[config.mk]
export PLATFORM = sky130hd
export DESIGN_NAME = alu_issue_ctrl
export DESIGN_NICKNAME = d
export VERILOG_FILES = /design/src/rtl/alu_issue_ctrl.sv
export SDC_FILE = /design/constraint.sdc
export NUM_CORES = 1
export LEC_CHECK = 0
export BUFFER_PORTS_ARGS = -buffer_cell sky130_fd_sc_hd__buf_4
export CAP_MARGIN = 5
export CELL_PAD_IN_SITES_DETAIL_PLACEMENT = 0
export CELL_PAD_IN_SITES_GLOBAL_PLACEMENT = 1
export CORE_AREA = 2 2 161 163
export CTS_CLUSTER_SIZE = 20
export DETAILED_ROUTE_END_ITERATION = 7
export DIE_AREA = 0 0 163 165
export HOLD_SLACK_MARGIN = 0.03
export PLACE_DENSITY = 0.9
export SLEW_MARGIN = 30
export SYNTH_ARGS = -nofsm -noshare
export SYNTH_HDL_FRONTEND = slang
export SYNTH_SLANG_ARGS = --single-unit
[constraint.sdc]
create_clock -name clk -period 4.5 [get_ports clk]
set_input_delay 0.9 -clock clk [delete_from_list [all_inputs] [get_ports clk]]
set_output_delay 0.9 -clock clk [all_outputs]
set_load 0.02 [all_outputs]
[src/rtl/alu_issue_ctrl.sv]
// Issue/control front-end for the datapath ALU: decodes the operation, holds
// operands and control stable for a settle time, then returns the registered result.
module alu_issue_ctrl #(
    parameter int         DATA_WIDTH    = 64,
    parameter int         SETTLE_CYCLES = 1,
    parameter logic [3:0] PARK_CODE     = 4'b1111
) (
    input  logic                  clk,
    input  logic                  reset,
    input  logic                  in_valid,
    output logic                  in_ready,
    input  logic [1:0]            alu_op,
    input  logic [10:0]           opcode,
    input  logic [DATA_WIDTH-1:0] operand_a,
    input  logic [DATA_WIDTH-1:0] operand_b,
    output logic [DATA_WIDTH-1:0] alu_in_1,
    output logic [DATA_WIDTH-1:0] alu_in_2,
    output logic [3:0]            alu_control,
    input  logic [DATA_WIDTH-1:0] alu_result,
    output logic                  out_valid,
    input  logic                  out_ready,
    output logic [DATA_WIDTH-1:0] result,
    output logic                  zero,
    output logic                  illegal
);

    typedef enum logic [2:0] {
        S_IDLE,
        S_DRIVE,
        S_CAPTURE,
        S_OUT,
        S_PARK
    } state_t;

    localparam logic [3:0] CNT_LOAD = 4'(SETTLE_CYCLES);

    state_t                r_state;
    logic [3:0]            r_cnt;
    logic [DATA_WIDTH-1:0] r_alu_in_1;
    logic [DATA_WIDTH-1:0] r_alu_in_2;
    logic [3:0]            r_alu_control;
    logic                  r_illegal;
    logic [DATA_WIDTH-1:0] r_result;
    logic                  r_zero;
    logic                  r_out_valid;

    logic [3:0]            w_code;
    logic                  w_dec_illegal;
    logic [DATA_WIDTH-1:0] w_capture;
    logic                  w_in_ready;

    always_comb begin
        w_code        = PARK_CODE;
        w_dec_illegal = 1'b0;
        case (alu_op)
            2'b00: w_code = 4'b0010;
            2'b01: w_code = 4'b0110;
            2'b10: begin
                case (opcode)
                    11'b10001011000: w_code = 4'b0010;
                    11'b11001011000: w_code = 4'b0110;
                    11'b10001010000: w_code = 4'b0000;
                    11'b10101010000: w_code = 4'b0001;
                    default:         w_dec_illegal = 1'b1;
                endcase
            end
            default: w_dec_illegal = 1'b1;
        endcase
    end

    // Illegal requests report zero regardless of what the parked ALU returns.
    assign w_capture  = r_illegal ? '0 : alu_result;
    // Reset must win over a same-cycle request, so ready is masked by reset.
    assign w_in_ready = (r_state == S_IDLE) && !reset;

    always_ff @(posedge clk) begin
        if (reset) begin
            r_state       <= S_IDLE;
            r_cnt         <= '0;
            r_alu_in_1    <= '0;
            r_alu_in_2    <= '0;
            r_alu_control <= PARK_CODE;
            r_illegal     <= 1'b0;
            r_result      <= '0;
            r_zero        <= 1'b0;
            r_out_valid   <= 1'b0;
        end else begin
            case (r_state)
                S_IDLE: begin
                    if (in_valid) begin
                        r_alu_in_1    <= operand_a;
                        r_alu_in_2    <= operand_b;
                        r_alu_control <= w_code;
                        r_illegal     <= w_dec_illegal;
                        r_cnt         <= CNT_LOAD;
                        r_state       <= S_DRIVE;
                    end
                end
                S_DRIVE: begin
                    r_cnt <= r_cnt - 4'd1;
                    if (r_cnt <= 4'd1) begin
                        r_state <= S_CAPTURE;
                    end
                end
                S_CAPTURE: begin
                    r_result    <= w_capture;
                    r_zero      <= (w_capture == '0);
                    r_out_valid <= 1'b1;
                    r_state     <= S_OUT;
                end
                S_OUT: begin
                    if (out_ready) begin
                        r_out_valid   <= 1'b0;
                        r_illegal     <= 1'b0;
                        r_alu_control <= PARK_CODE;
                        r_state       <= S_PARK;
                    end
                end
                S_PARK: begin
                    r_state <= S_IDLE;
                end
                default: begin
                    r_state <= S_IDLE;
                end
            endcase
        end
    end

    assign in_ready    = w_in_ready;
    assign alu_in_1    = r_alu_in_1;
    assign alu_in_2    = r_alu_in_2;
    assign alu_control = r_alu_control;
    assign out_valid   = r_out_valid;
    assign result      = r_result;
    assign zero        = r_zero;
    assign illegal     = r_illegal;

endmodule

Yosys cells after proc, flatten, opt, wreduce, memory -nomap -nowiden

Cells that the tools add are included.

$add $sub $neg: 1
$lt $le $gt $ge: 1
Eq/ne operators: 12
Multiplexer cells: 18
Reduce and logical (&&, ||, !) cells: 15

Operators with widths:

| kind                                                                             | number |
|---|---|
| 64-bit logical NOT                                                               | 1 |
| 64-bit 2-to-1 mux                                                                | 1 |
| 11-bit equality test, second input constant                                      | 4 |
| 4-bit case mux with 2 select lines                                               | 2 |
| 4-bit case mux with 4 select lines                                               | 1 |
| 4-bit 2-to-1 mux                                                                 | 3 |
| 3-bit case mux with 4 select lines                                               | 1 |
| 4-bit case mux with 3 select lines                                               | 1 |
| 3-bit 2-to-1 mux                                                                 | 3 |
| 3-bit by 2-bit equality test with 1-bit output, second input constant            | 2 |
| 2-bit inequality test, second input constant                                     | 3 |
| 1-bit case mux with 2 select lines                                               | 3 |
| 2-bit AND reduction                                                              | 3 |
| 3-bit AND reduction                                                              | 2 |
| 2-bit nonzero test                                                               | 3 |
| 4-bit by 1-bit less-or-equal comparator with 1-bit output, second input constant | 1 |
| 4-bit OR reduction                                                               | 1 |
| 4-bit by 1-bit subtractor with 4-bit output, second input constant               | 1 |
| 3-bit by 1-bit equality test with 1-bit output, second input constant            | 1 |
| 3-bit logical NOT                                                                | 1 |
| 1-bit 2-to-1 mux                                                                 | 3 |
| 2-bit by 1-bit equality test with 1-bit output, second input constant            | 1 |
| 2-bit equality test, second input constant                                       | 1 |
| 2-bit logical NOT                                                                | 1 |
| other kinds (3)                                                                  | 3 |

Register bits after elaboration: 206
Bits of input ports: 209
Output and inout bits: 200
Logic and storage cells: 56

Longest topological paths before layout

Gate-level depths: netlist (run 1).

Word-level depth: 6
Mapped depth: 7
Gate-level depth less buffers: 5

Worst setup path before layout (run 1)

Ideal clock, no wire load.

Path type: input to output
Start: in reset
End: out in_ready
Arrival: 1885 ps
Data required time: 3600 ps
Slack: 1715 ps
Stages on the path: 3
Path buffers: 2
Cell sequence: clkbuf_1 > clkbuf_1 > nor4_1

Word-level cells in the longest chain between the ends: 2

Ends and longest elaborated chain:

| what               | RTL line | source |
|---|---|---|
| start: declaration | 9        | `input logic reset,` |
| 1-bit logical NOT  | 74       | `assign w_in_ready = (r_state == S_IDLE) && !reset;` |
| 1-bit logical AND  | 74       |  |
| end: declaration   | 11       | `output logic in_ready,` |

Every way passes these cells.

Worst setup path after layout (run 1)

Same ends and word-level chain as after synthesis.

==> flow_summary.json, run 1 <==
{
  "status": "finished clean",
  "synth_area_mm2": 0.00772,
  "ys_warn_count": 0,
  "clock_power_share_pct": 28.5,
  "max_slew_margin_pct": 38.3,
  "antenna_found_initial": 0,
  "first_iter_violations": 461,
  "synthToLayoutAreaGrowth_pct": 52.8,
  "grt_pass1_wl_um": 38700,
  "cts_resized": 0,
  "core_mm2": 0.0250,
  "drv_cap": 0,
  "setup-tns-final_ns": 0,
  "slew_viol_final": 0,
  "ys_types": 38,
  "clk_latency_ns": 0.52,
  "setup_viol": 0,
  "arrival_ns": 1.61,
  "fp.dieArea_mm2": 0.0269,
  "power.internal_mw": 4.38,
  "syn-num-nets": 1159,
  "cts_made_buffers": 25,
  "synth-edff-count": 0,
  "drive_gt1_share_pct": 35.2,
  "p_switching_mw": 2.53,
  "vdd_ir_drop_max_v": 0.000325,
  "cts_tree": "done",
  "p_leak_nw": 5.03,
  "drc": 0,
  "switching_share_pct": 36.6,
  "netlist_instances": 948,
  "fmax_ghz": 0.399,
  "worst_pin_slew_ns": 0.916,
  "grt_max_degree": 92,
  "die_h_um": 165,
  "critPathCaptureType": "output pin",
  "fin_nets": 1530,
  "synth_top_area_share_pct": 53.4,
  "seqPwrFrac_pct": 35.3,
  "n_antenna_cell": 0,
  "finClkSkew_ns": 0.0142,
  "yosys.cell_count.top_type": "nand2_1",
  "ctsHoldBuffers": 0,
  "p_per_area_mw_per_mm2": 586,
  "rsz0062_at_grt": "no",
  "grt.total_usage_pct": 17.9,
  "yosysTopAreaCell": "dfxtp_1",
  "path_cells": "buf_6 -> nor4_1 -> buf_4",
  "grt-ovfl-total": 0,
  "hold_ws_ns": 0.449,
  "htreeDepth": 1,
  "dp_hpwl_um": 18600,
  "wl_um": 26200,
  "cts_root_buf": "clkbuf_16",
  "p_comb_share_pct": 36.3,
  "hold_viol": 0,
  "cpPeakStageDelay_ns": 0.37,
  "period_share_pct": 55.7,
  "required_ns": 3.60,
  "synth.top_cells.by_area": "dfxtp_1, nand2_1, a21oi_1",
  "start_util_pct": 30.8,
  "post-cts-setup-buffers": 0,
  "post-route-util_pct": 47.1,
  "hold_class": "reg2reg",
  "p_total_mw": 6.91,
  "synth_seq_area_share_pct": 53.4,
  "critical_path.max_fanout": 68,
  "clkTransAtPathRegs_ns": 0.06,
  "path_class": "in2out",
  "yosys_register_bits": 206,
  "post_drt_wl_per_cell_um": 15.8,
  "place.gp.congestion": 0.807,
  "synthArstFlopShare_pct": 0,
  "slowest_stage": "buf_6",
  "netlist_top_cells_count": "nand2_1, dfxtp_1, a21oi_1",
  "drt-pass1-iter-count": 4,
  "grt_pass1_vias": 7400,
  "ys_dominant_reg_cell": "dfxtp_1",
  "cp-start-kind": "input port",
  "rows": 58,
  "numPortBuffers": 408,
  "vias": 7866,
  "io_pins": 409,
  "period_minus_slack_ns": 2.51,
  "die_x_um": 163,
  "clockBufferDepth": 3,
  "syn_avg_cell_area_um2": 8.14,
  "numClockSinks": 206,
  "ant_nets": 0,
  "viasPerCell": 4.72
}
state kept, by name, summed over array words and instances (netlist names):
register     flops
r_state          3
result          64
alu_control      4
zero             1
alu_in_2        64
out_valid        1
r_cnt            4
alu_in_1        64
illegal          1
routing by layer:
layer  routed length [um]  vias to the layer above  track usage [%]  part of all wire (%)
met5                    0                        -                0                     0
met4                  996                        0             7.56                   3.8
met3                 2340                       72             5.22                   8.9
met2                12700                      326             31.1                    48
met1                10200                     3571             20.6                    39
li1                     -                     3897                -                     -
cell families after synthesis:
group | synth area share, %
fa+ha+maj | 0.324
simple gates | 26.6
buf+inv | 5.25
xor+xnor | 0.113
flops | 53.4
compound gates | 14.0
mux | 0.276
layout make-up:
type | instances | area (um2)
Inverter | 5 | 18.8
Tap cell | 330 | 413
Multi-Input combinational cell | 661 | 3200
Clock buffer | 31 | 668
Fill cell | 2517 | 13200
Timing Repair Buffer | 420 | 3240
Sequential cell | 206 | 4120
Clock inverter | 13 | 134
worst paths after layout:
path | startpoint | end | slack (ns) | cells after the start
setup / recovery | reset | in_ready | 1.99 | 3
hold / removal | result[17] | result[17] | 0.45 | 2
setup reg to reg | r_state[2] | result[37] | 2.08 | 5
hold reg to reg | result[17] | result[17] | 0.45 | 2
placed cells by master, fill, tap and decap left out, types with 3 or more instances in the layout:
| cell | instances |
|---|---|
| buf_4 | 415 |
| nand2_1 | 327 |
| dfxtp_1 | 206 |
| a21oi_1 | 198 |
| nand3b_1 | 65 |
| clkbuf_16 | 25 |
| nor4_1 | 18 |
| nor3_1 | 8 |
| nor2_1 | 7 |
| inv_1 | 5 |
| clkinv_2 | 5 |
| clkbuf_1 | 4 |
| buf_16 | 4 |
| a211oi_1 | 3 |
| nand3_1 | 3 |
| nand4_1 | 3 |
| clkinvlp_4 | 3 |
stage by stage:
stage	setup WS [ns]	std cells	instance area, um2
finish	1.99	1666	11800
global route	1.84	1666	11800
CTS	1.97	1665	11800
detailed placement	1.88	1621	11000
global placement	1.70	1618	10900
floorplan	1.72	948	7720
power by group through the flow:
stage | clock network [mW] | logic [mW] | registers, mW
final | 1.97 | 2.51 | 2.44
after global routing | 2.09 | 2.73 | 2.49
after CTS | 2.03 | 2.51 | 2.44
after detailed placement | 0 | 2.51 | 2.48
after global placement | 0 | 2.42 | 2.47
after floorplan | 0 | 1.12 | 2.85
worst max-delay path, delay by kind of cell:
kind | cells | cell delay, ns
simple gates | 1 | 0.10
buf+inv | 2 | 0.56
Note: power is estimated with default switching activity, not from simulation.
==> run 2: changes to the inputs <==
- CORE_AREA: 2 2 161 163 -> unset
- CORE_ASPECT_RATIO: unset -> 1.2
- CORE_MARGIN: unset -> 2
- CORE_UTILIZATION: unset -> 31
- DIE_AREA: 0 0 163 165 -> unset
- clock period: 4.5 -> 2.5 ns (I/O delays scaled with it)
==> flow_summary.json, run 2 (synthesized netlist as in run 1, its figures left out) <==
{
  "stdcell_area_mm2": 0.0117,
  "period_share_pct": 80.1,
  "viasPerCell": 4.76,
  "ctsHoldBuffers": 0,
  "reg2reg_depth": 4,
  "finClkSkew_ns": 0.00863,
  "arrival_ns": 1.50,
  "required_ns": 2.00,
  "hold_path_depth": 3,
  "switching_share_pct": 36.8,
  "core_mm2": 0.0246,
  "clock_power_share_pct": 27.0,
  "hold_class": "in2reg",
  "clkTransAtPathRegs_ns": 0.06,
  "slew_viol_final": 0,
  "rows": 63,
  "clk_latency_ns": 0.51,
  "n_antenna_cell": 0,
  "clockBufferDepth": 3,
  "grt_max_degree": 100,
  "fin_cells": 1657,
  "hold_ws_ns": 0.237,
  "final_common_cell": "buf_4",
  "seqPwrFrac_pct": 36.2,
  "grt-ovfl-total": 0,
  "p_leak_nw": 4.99,
  "dp_hpwl_um": 18000,
  "p_switching_mw": 4.45,
  "fmax_ghz": 0.499,
  "cts_resized": 0,
  "max_slew_margin_pct": 50.2,
  "fin_nets": 1527,
  "grt_pass1_vias": 7463,
  "first_iter_violations": 352,
  "placed_area_mm2": 0.0110,
  "io_pins": 409,
  "drv_cap": 0,
  "post-cts-setup-buffers": 0,
  "numClockSinks": 206,
  "rsz0062_at_grt": "no",
  "fill_cells": 2406,
  "setup_viol": 0,
  "p_per_area_mw_per_mm2": 1030,
  "drc": 0,
  "wl_um": 25800,
  "period_minus_slack_ns": 2.00,
  "p_comb_share_pct": 36.8,
  "setup-tns-final_ns": 0,
  "antenna_found_initial": 0,
  "die_h_um": 177,
  "cts_tree": "done",
  "post_drt_wl_per_cell_um": 15.6,
  "cp-start-kind": "flop",
  "synthToLayoutAreaGrowth_pct": 51.6,
  "drt-pass1-iter-count": 5,
  "htreeDepth": 1,
  "layout_common_cells": "buf_4, nand2_1, dfxtp_1",
  "fp.dieArea_mm2": 0.0262,
  "critPathCaptureType": "output pin",
  "power.internal_mw": 7.63,
  "critical_path.max_fanout": 12,
  "start_util_pct": 31.4,
  "path_class": "reg2out",
  "hold_viol": 0,
  "vdd_ir_drop_max_v": 0.000739,
  "p_total_mw": 12.1,
  "cts_root_buf": "clkbuf_16",
  "dp.cells": 1616,
  "vias": 7887,
  "status": "finished clean",
  "cts_made_buffers": 23,
  "die_x_um": 148,
  "worst_pin_slew_ns": 0.746,
  "place.gp.congestion": 0.822,
  "grt_pass1_wl_um": 39000,
  "grt.total_usage_pct": 18.2,
  "ant_nets": 0,
  "drive_gt1_share_pct": 34.8,
  "numPortBuffers": 408
}
-- run 2: per-layer routing --
metal	global-route usage, %	routed length (um)	up-vias
met2	31.7	12600	295
met1	21.7	10400	3627
met3	3.84	1730	68
met5	0	0	-
li1	-	-	3897
met4	7.90	1060	0
-- run 2: final cells by class --
type | count | area [um2] | area share, %
Multi-Input combinational cell | 661 | 3200 | 27.4
Timing Repair Buffer | 419 | 3220 | 27.6
Tap cell | 325 | 407 | 3.48
Clock inverter | 8 | 71.3 | 0.610
Clock buffer | 33 | 653 | 5.58
Inverter | 5 | 18.8 | 0.160
Sequential cell | 206 | 4120 | 35.2
-- run 2: final timing paths --
path | from | endpoint | slack (ns)
max reg2reg | r_state[0] | alu_in_2[13] | 0.51
min reg2reg | result[13] | result[13] | 0.45
max | r_state[0] | in_ready | 0.50
min | operand_a[8] | alu_in_1[8] | 0.24
-- run 2: worst max-delay path, cell delays in order (launching register included) --
cell,delay [ns]
dfxtp_1,0.46
nor4_1,0.33
buf_4,0.21
-- run 2: stage by stage --
step / worst slack, ns / utilization (%)
3_3_place_gp: 0.350 / 44.6
3_5_place_dp: 0.357 / 44.6
6_report: 0.498 / 47.6
2_1_floorplan: 0.515 / -
4_1_cts: 0.436 / 47.6
5_1_grt: 0.338 / 47.6
-- run 2: power groups by stage --
stage | Clock [mW] | Combinational [mW] | Sequential, mW
5_1_grt | 3.48 | 4.82 | 4.47
6_report | 3.27 | 4.44 | 4.37
3_3_place_gp | 0 | 4.46 | 4.41
4_1_cts | 3.36 | 4.50 | 4.38
2_1_floorplan | 0 | 2.02 | 5.14
3_5_place_dp | 0 | 4.49 | 4.44
